**src/rtl/prog_loader_pkg.sv**
```systemverilog
// Shared definitions for the program-loader byte-stream framing.
// Holds the loader FSM state encoding and the header length. The future
// memory-dump reader uses the same framing.
package prog_loader_pkg;

  // Loader FSM states. Plain 2-bit constants keep the encoding fixed for
  // legacy tools and waveform viewers.
  localparam logic [1:0] ST_HDR   = 2'd0;
  localparam logic [1:0] ST_DATA  = 2'd1;
  localparam logic [1:0] ST_WRITE = 2'd2;
  localparam logic [1:0] ST_RUN   = 2'd3;

  // Number of bytes in the little-endian word-count header. This also
  // equals the number of bytes in one data word.
  localparam int unsigned HDR_BYTES = 4;

endpackage

```
**src/rtl/prog_loader_le_word_asm.sv**
```systemverilog
// Little-endian 8-to-32 word assembler.
// Bytes arrive least-significant first. o_word_valid pulses combinationally
// in the same cycle the fourth byte is accepted, and o_word then shows the
// completed word.
// Ports:
//   clk          system clock
//   reset_n      asynchronous active-low reset
//   i_clear      synchronous clear of the position counter and partial word
//   i_valid      i_byte is accepted this cycle
//   i_byte       stream byte
//   o_word       assembled word (valid while o_word_valid is high)
//   o_word_valid the fourth byte of a word is being accepted
module prog_loader_le_word_asm
  import prog_loader_pkg::*;
(
  input  logic        clk,
  input  logic        reset_n,
  input  logic        i_clear,
  input  logic        i_valid,
  input  logic [7:0]  i_byte,
  output logic [31:0] o_word,
  output logic        o_word_valid
);

  localparam logic [1:0] LastPos = 2'(HDR_BYTES - 1);

  logic [1:0]  r_pos;
  logic [31:0] r_word;

  always_ff @(posedge clk or negedge reset_n) begin
    if (!reset_n) begin
      r_pos  <= 2'd0;
      r_word <= 32'd0;
    end else if (i_clear) begin
      r_pos  <= 2'd0;
      r_word <= 32'd0;
    end else if (i_valid) begin
      // Shift right so that the first byte ends up in bits [7:0].
      r_word <= {i_byte, r_word[31:8]};
      r_pos  <= r_pos + 2'd1;
    end
  end

  always_comb begin
    o_word       = {i_byte, r_word[31:8]};
    o_word_valid = i_valid && (r_pos == LastPos);
  end

endmodule

```
**src/rtl/prog_loader.sv**
```systemverilog
// Program-image loader. Drives the CPU top level's external memory-write
// port.
// It takes a byte stream made of a 4-byte LE word count N followed by N LE
// words. It writes each word at incrementing word addresses from BASE_ADDR.
// The CPU is held in reset until the image is complete.
// Ports:
//   clk, reset_n   clock, asynchronous active-low reset
//   in_data        stream byte
//   in_valid       in_data valid
//   in_ready       loader accepts a byte this cycle
//   Ext_MemWrite   single-cycle write strobe
//   Ext_WriteData  assembled word
//   Ext_DataAdr    byte address of the word
//   cpu_reset      active-high CPU reset
//   done           image fully written
//   error          header exceeded MAX_WORDS (sticky until reset)
module prog_loader
  import prog_loader_pkg::*;
#(
  parameter logic [31:0] BASE_ADDR = 32'h0000_0000,
  parameter int unsigned MAX_WORDS = 1024,
  parameter int unsigned CNT_W     = 16
) (
  input  logic        clk,
  input  logic        reset_n,
  input  logic [7:0]  in_data,
  input  logic        in_valid,
  output logic        in_ready,
  output logic        Ext_MemWrite,
  output logic [31:0] Ext_WriteData,
  output logic [31:0] Ext_DataAdr,
  output logic        cpu_reset,
  output logic        done,
  output logic        error
);

  logic [1:0]       r_state;
  logic [31:0]      r_addr;
  logic [31:0]      r_wdata;
  logic [CNT_W-1:0] r_remaining;
  logic             r_error;

  logic             w_accept;
  logic             w_asm_clear;
  logic [31:0]      w_word;
  logic             w_word_valid;

  // Gating with reset_n keeps in_ready low while reset is held, even though
  // the state register already sits in HDR.
  always_comb begin
    in_ready    = reset_n && ((r_state == ST_HDR) || (r_state == ST_DATA));
    w_accept    = in_valid && in_ready;
    w_asm_clear = (r_state == ST_RUN);
  end

  prog_loader_le_word_asm u_le_word_asm (
    .clk          (clk),
    .reset_n      (reset_n),
    .i_clear      (w_asm_clear),
    .i_valid      (w_accept),
    .i_byte       (in_data),
    .o_word       (w_word),
    .o_word_valid (w_word_valid)
  );

  always_ff @(posedge clk or negedge reset_n) begin
    if (!reset_n) begin
      r_state     <= ST_HDR;
      r_addr      <= BASE_ADDR;
      r_wdata     <= 32'd0;
      r_remaining <= '0;
      r_error     <= 1'b0;
    end else begin
      case (r_state)
        ST_HDR: begin
          if (w_word_valid) begin
            if (w_word == 32'd0) begin
              r_state <= ST_RUN;
            end else begin
              r_state <= ST_DATA;
              if (w_word > 32'(MAX_WORDS)) begin
                // Clamp oversized images. Surplus bytes stay unconsumed.
                r_remaining <= CNT_W'(MAX_WORDS);
                r_error     <= 1'b1;
              end else begin
                r_remaining <= CNT_W'(w_word);
              end
            end
          end
        end
        ST_DATA: begin
          if (w_word_valid) begin
            r_wdata <= w_word;
            r_state <= ST_WRITE;
          end
        end
        ST_WRITE: begin
          r_addr      <= r_addr + 32'd4;
          r_remaining <= r_remaining - CNT_W'(1);
          r_state     <= (r_remaining == CNT_W'(1)) ? ST_RUN : ST_DATA;
        end
        default: ;
      endcase
    end
  end

  always_comb begin
    Ext_MemWrite  = (r_state == ST_WRITE);
    Ext_WriteData = r_wdata;
    Ext_DataAdr   = r_addr;
    cpu_reset     = (r_state != ST_RUN);
    done          = (r_state == ST_RUN);
    error         = r_error;
  end

endmodule

```
**config.mk**
```make
export PLATFORM = sky130hd
export DESIGN_NAME = prog_loader
export DESIGN_NICKNAME = d
export VERILOG_FILES = /design/src/rtl/prog_loader_pkg.sv /design/src/rtl/prog_loader_le_word_asm.sv /design/src/rtl/prog_loader.sv
export SDC_FILE = /design/constraint.sdc
export NUM_CORES = 1
export LEC_CHECK = 0
export ABC_AREA = 1
export CELL_PAD_IN_SITES_DETAIL_PLACEMENT = 2
export CELL_PAD_IN_SITES_GLOBAL_PLACEMENT = 2
export CORE_ASPECT_RATIO = 0.8
export CORE_MARGIN = 2
export CORE_UTILIZATION = 35
export CTS_CLUSTER_SIZE = 10
export DETAILED_ROUTE_END_ITERATION = 8
export GPL_TIMING_DRIVEN = 0
export PLACE_DENSITY = 0.9
export SLEW_MARGIN = 20
export SYNTH_ARGS = -nofsm -noshare
export SYNTH_HDL_FRONTEND = slang
export SYNTH_SLANG_ARGS = --single-unit
```
**constraint.sdc**
```tcl
create_clock -name clk -period 5 [get_ports clk]
set_input_delay 1 -clock clk [delete_from_list [all_inputs] [get_ports clk]]
set_output_delay 1 -clock clk [all_outputs]
set_load 0.005 [all_outputs]
```
# == Word level (Yosys, flattened, before mapping) ==
# Cells that the tools add are included.
# W data, S select, Z words.
# totals
ff_bits,117
out_inout_bits,69
elab_cells,47
# op_classes
add_sub_neg,3
n_lt_le_gt_ge,1
n_eq_ne,9
n_mux,13
bitwise_logic,1
n_reduce_logical,13
# op_table
op,n
$mux W32,2
$mux W16,3
$add A32 B3 Y32 const B,1
$gt A32 B11 Y1 const B,1
$logic_not A32 Y1,1
$pmux W16 S2,1
$eq A16 B1 Y1 const B,1
$sub A16 B1 Y16 const B,1
$mux W2,6
$eq A2 B2 Y1 const B,3
$pmux W2 S3,1
$reduce_and A3 Y1,2
$ne A2 B1 Y1 const B,2
$ne A2 B2 Y1 const B,2
$reduce_and A4 Y1,1
$reduce_bool A2 Y1,2
$logic_and A1 B1 Y1,3
$reduce_bool A3 Y1,1
$add A2 B1 Y2 const B,1
$eq A2 B1 Y1 const B,1
$logic_not A2 Y1,1
$reduce_and A2 Y1,1
$logic_or A1 B1 Y1,1
$not A1 Y1,1

# == Logic depth before layout (Yosys ltp) ==
# depth
ltp_word,7
mapped_depth,11
depth_no_buf,11

# == Modules after synthesis ==
# Synthesis repeated with hierarchy kept, for this count alone.
# unflattened
hier_cells,686
hier_area_um2,5644.2
# by_module_without_submodules
module,n_inst,cells_each,area_per_inst_um2,seq_area_each_um2
prog_loader,1,561,4431.8,2026.9
prog_loader_le_word_asm,1,125,1212.4,650.6

# == Least setup slack after synthesis ==
# No wires, ideal clock.
# synth_path
path_type,input port to output port
start,input reset_n
end,output in_ready
arrival_ns,1.154
required_time_ns,4.000
slack_ns,2.846
path_stages,1
n_path_buf,0
path_cell_list,o21a_1
# synth_via
elab_chain_cells,1
# synth_lines
element,line_no,rtl
start: declaration,prog_loader.sv:25,"input logic reset_n,"
$logic_and A1 B1 Y1,prog_loader.sv:51,in_ready = reset_n && ((r_state == ST_HDR) || (r_state == ST_DATA));
end: declaration,prog_loader.sv:28,"output logic in_ready,"
# Every way passes these cells.

# == Final worst setup path ==
# layout_path
start,register r_state[0]
end,output cpu_reset
# layout_via
elab_chain_cells,1
# layout_lines
element,line_no,rtl
start: declaration,prog_loader.sv:37,logic [1:0] r_state;
start signal: assignment,prog_loader.sv:100,r_state <= (r_remaining == CNT_W'(1)) ? ST_RUN : ST_DATA;
$ne A2 B2 Y1,prog_loader.sv:111,cpu_reset = (r_state != ST_RUN);
end: declaration,prog_loader.sv:32,"output logic cpu_reset,"
# Every way passes these cells.

==> summary.md <==
| Metric | Value |
|---|---|
| Outcome | `finished, final reports clean` |
| Total detailed-routing wirelength | `19490 um` |
| Number of synthesized register bits | `107` |
| Clock-pin slew on the worst setup and hold paths | `0.08 ns` |
| Gr ovfl total | `0` |
| Antenna violation net count after detailed routing | `0` |
| Total length of routed met3 wires | `751 um` |
| Netlist Area Pre-Place | `5413 sq um` |
| Setup crit end kind | `output pin` |
| Setup repair after global routing missed its margin | `no` |
| Buffer depth of the longest clock path | `2` |
| Worst min-delay path category | `flip-flop to flip-flop` |
| Maximum VDD drop | `151.6 uV` |
| Startpoint types | `flip-flop` |
| Peak fanout along the critical path | `10` |
| Sink Count | `107` |
| Post-synthesis to final-layout area growth | `24.83%` |
| Main flop type after synthesis | `dfrtp_1` |
| Pre-Repair DR Iteration Count | `4` |
| Die outline height | `115.2 um` |
| Time the final worst path needs with I/O delays and setup | `3.267 ns` |
| Power per Cell Area | `237.8 nW/um^2` |
| Critical path arrival | `2.27 ns` |
| Clock skew after layout | `0.01153 ns` |
| Cts-stage hold buffer count | `0` |
| Slew at the pin with the worst max-slew slack | `0.5823 ns` |
| Area contributors post-synth | `dfrtp_1 49%, nand2_1 12%, inv_1 5.6%` |
| TritonCTS clock tree | `built` |
| Static leakage | `3.148 nW` |
| Number of antenna violations at the first check in global routing | `0` |
| Final weighted congestion in routability-driven placement | `0.8426` |
| Layout Cells excl Fill | `968` |
| Fraction of post-synthesis cell area in the top cell type by area | `0.4947` |
| Count of pins over their slew limit | `0` |
| Fraction of the yosys area taken by sequential cells | `0.4947` |
| Setup repair bufs after CTS | `0` |
| Total routing usage reported by global routing | `0.2501` |
| Number of max-cap violations | `0` |
| Hold violation count in the final report | `0` |
| Post-detailed-route DRC marker count | `0` |
| Commonest cells in the netlist | `176 x nand2_1, 107 x dfrtp_1, 81 x inv_1` |
| Endpoint required time on the critical path | `4.00 ns` |
| Highest metal layer with signal wires | `met4` |
| First-iteration detailed-routing DRC count | `208` |
| Routed vias | `4954` |
| Met2 WL post-DR | `9634 um` |
| First-pass GRT wire length | `31690 um` |
| Number of global-route vias before repair | `5627` |
| Initial cell density of the core | `0.3593` |
| Count of cells resized by post-cts repair | `0` |
| Post-route cell area | `6756 sq um` |
| Ratio of cells with drive above 1 in the final layout | `0.06464` |
| Final-report setup violation count | `0` |
| Achievable clock frequency | `306.1 MHz` |
| Average instance area after synthesis | `8.164 sq um` |
| Most repeated cell in the gate-level netlist after synthesis | `nand2_1` |
| Port Buffers | `77` |
| Crit share post-route | `0.6535` |
| Wire length on met1 | `8821 um` |
| Cell area after placement | `6479 sq um` |
| Worst Setup Path Type | `flip-flop to output pin` |
| Flop2flop setup slack | `2.85 ns` |
| Cts bufs inserted | `9` |
| Number of ports placed on the die boundary | `80` |
| Count of flip-flops with a built-in enable after synthesis | `0` |
| CTS Root Buffer Type | `clkbuf_16` |
| Die Outline Area | `16480 sq um` |
| Remaining max-slew budget at the tightest pin | `0.6088` |
| Placeable core area | `15060 sq um` |
| Yosys warning total | `0` |
| Standard-cell rows | `40` |
| Deepest level of the CTS H-tree | `3` |
| Pin count of the biggest net entering global routing | `63` |
| Antenna cells | `0` |
| Synth cell types | `37` |
| Vias per cell | `5.118` |
| Share of synthesized registers carrying an async set or reset | `1.000` |
| Post-detailed-placement half-perimeter wirelength | `14430 um` |
| Synth Instances | `663` |
| Insertion delay to the later sink of the worst-skew pair | `0.36 ns` |
| Placed cell count | `952` |
| Biggest area consumer among synthesized cells | `dfrtp_1` |
| Final design utilization | `0.4485` |
| Average wire length per cell after detail routing | `20.13 um` |
| Total power consumption of the routed design | `1.607 mW` |
| Horizontal extent of the die | `143.0 um` |
| Final setup TNS | `0 ns` |
| Number of nets in the layout | `772` |
-- through the flow --
stage               setup WS (ns)  hold slack [ns]
global placement           -2.083           0.4698
finish                      1.733           0.4982
detailed placement          1.792           0.4850
floorplan                   2.846           0.4678
CTS                         1.740           0.5038
global route                1.627           0.5269
-- kinds of logic after synthesis --
logic type / Yosys count / share of synthesized area
buffers and inverters: 101 / 0.07582
and+or+nand+nor: 335 / 0.2709
muxes: 4 / 0.008321
DFF: 107 / 0.4947
other: 1 / 0.0006928
AOI/OAI and AO/OA: 78 / 0.08414
xor gates and xnor gates: 29 / 0.04692
adders and majority gates: 8 / 0.01849
-- state kept, by name, summed over array words and instances, names as in the netlist --
name                  cells
r_state                   2
u_le_word_asm.r_word     24
r_remaining              16
u_le_word_asm.r_pos       2
Ext_DataAdr              30
Ext_WriteData            32
error                     1
-- final cells by class --
type	count	area [sq um]
inverters	81	304.0
clock buffers	9	225.2
flip-flops and latches	107	2678
clock inverters	7	52.55
repair buffers	78	799.5
fillers	1684	8308
multi-input cells	456	2328
well taps	210	262.8
plain buffers	20	106.4
-- path summary, 6_finish.rpt --
| kind | startpoint | to | depth (start not counted) |
|---|---|---|---|
| max | r_state[0]$_DFFE_PN0P_ | cpu_reset | 4 |
| min | Ext_WriteData[20]$_DFFE_PN0P_ | Ext_WriteData[20]$_DFFE_PN0P_ | 2 |
| max reg2reg | r_state[1]$_DFFE_PN0P_ | Ext_WriteData[14]$_DFFE_PN0P_ | 6 |
| min reg2reg | Ext_WriteData[20]$_DFFE_PN0P_ | Ext_WriteData[20]$_DFFE_PN0P_ | 2 |
| max in group asynchronous | reset_n | r_remaining[11]$_DFFE_PN0P_ | 2 |
| min in group asynchronous | reset_n | Ext_WriteData[19]$_DFFE_PN0P_ | 1 |
-- critical path, cell delays in order, from the launching register on --
cell and delay [ns]:
dfrtp_1 0.43, ha_1 0.26, inv_1 0.15, clkbuf_1 0.45, clkdlybuf4s50_1 0.62
-- cells in the final DEF, fill, tap and decap left out, drive strengths merged, types with 3 or more instances in the layout --
cell type        n
nand3           47
a22oi           13
clkinvlp         3
xnor2            4
o21ai           54
xor2            25
dfrtp          107
nand2          182
nor2            81
nor3             6
nand4           13
buf             11
mux2             4
inv             83
clkbuf          20
ha               8
clkdlybuf4s50   76
o21bai           4
-- layer usage --
layer | up-vias | global-route usage
met1 | 2562 | 0.3345
met2 | 98 | 0.4242
met3 | 22 | 0.04040
li1 | 2272 | -
met5 | - | 0
met4 | 0 | 0.06733
-- power breakdown --
group	switching [mW]	leakage (nW)	internal, mW
sequential	0	1.44	0.864
clock	0.363	0.130	0.343
combinational	0.0254	1.58	0.0115
total	0.388	3.15	1.22
Note: power is estimated with default switching activity, not from simulation.
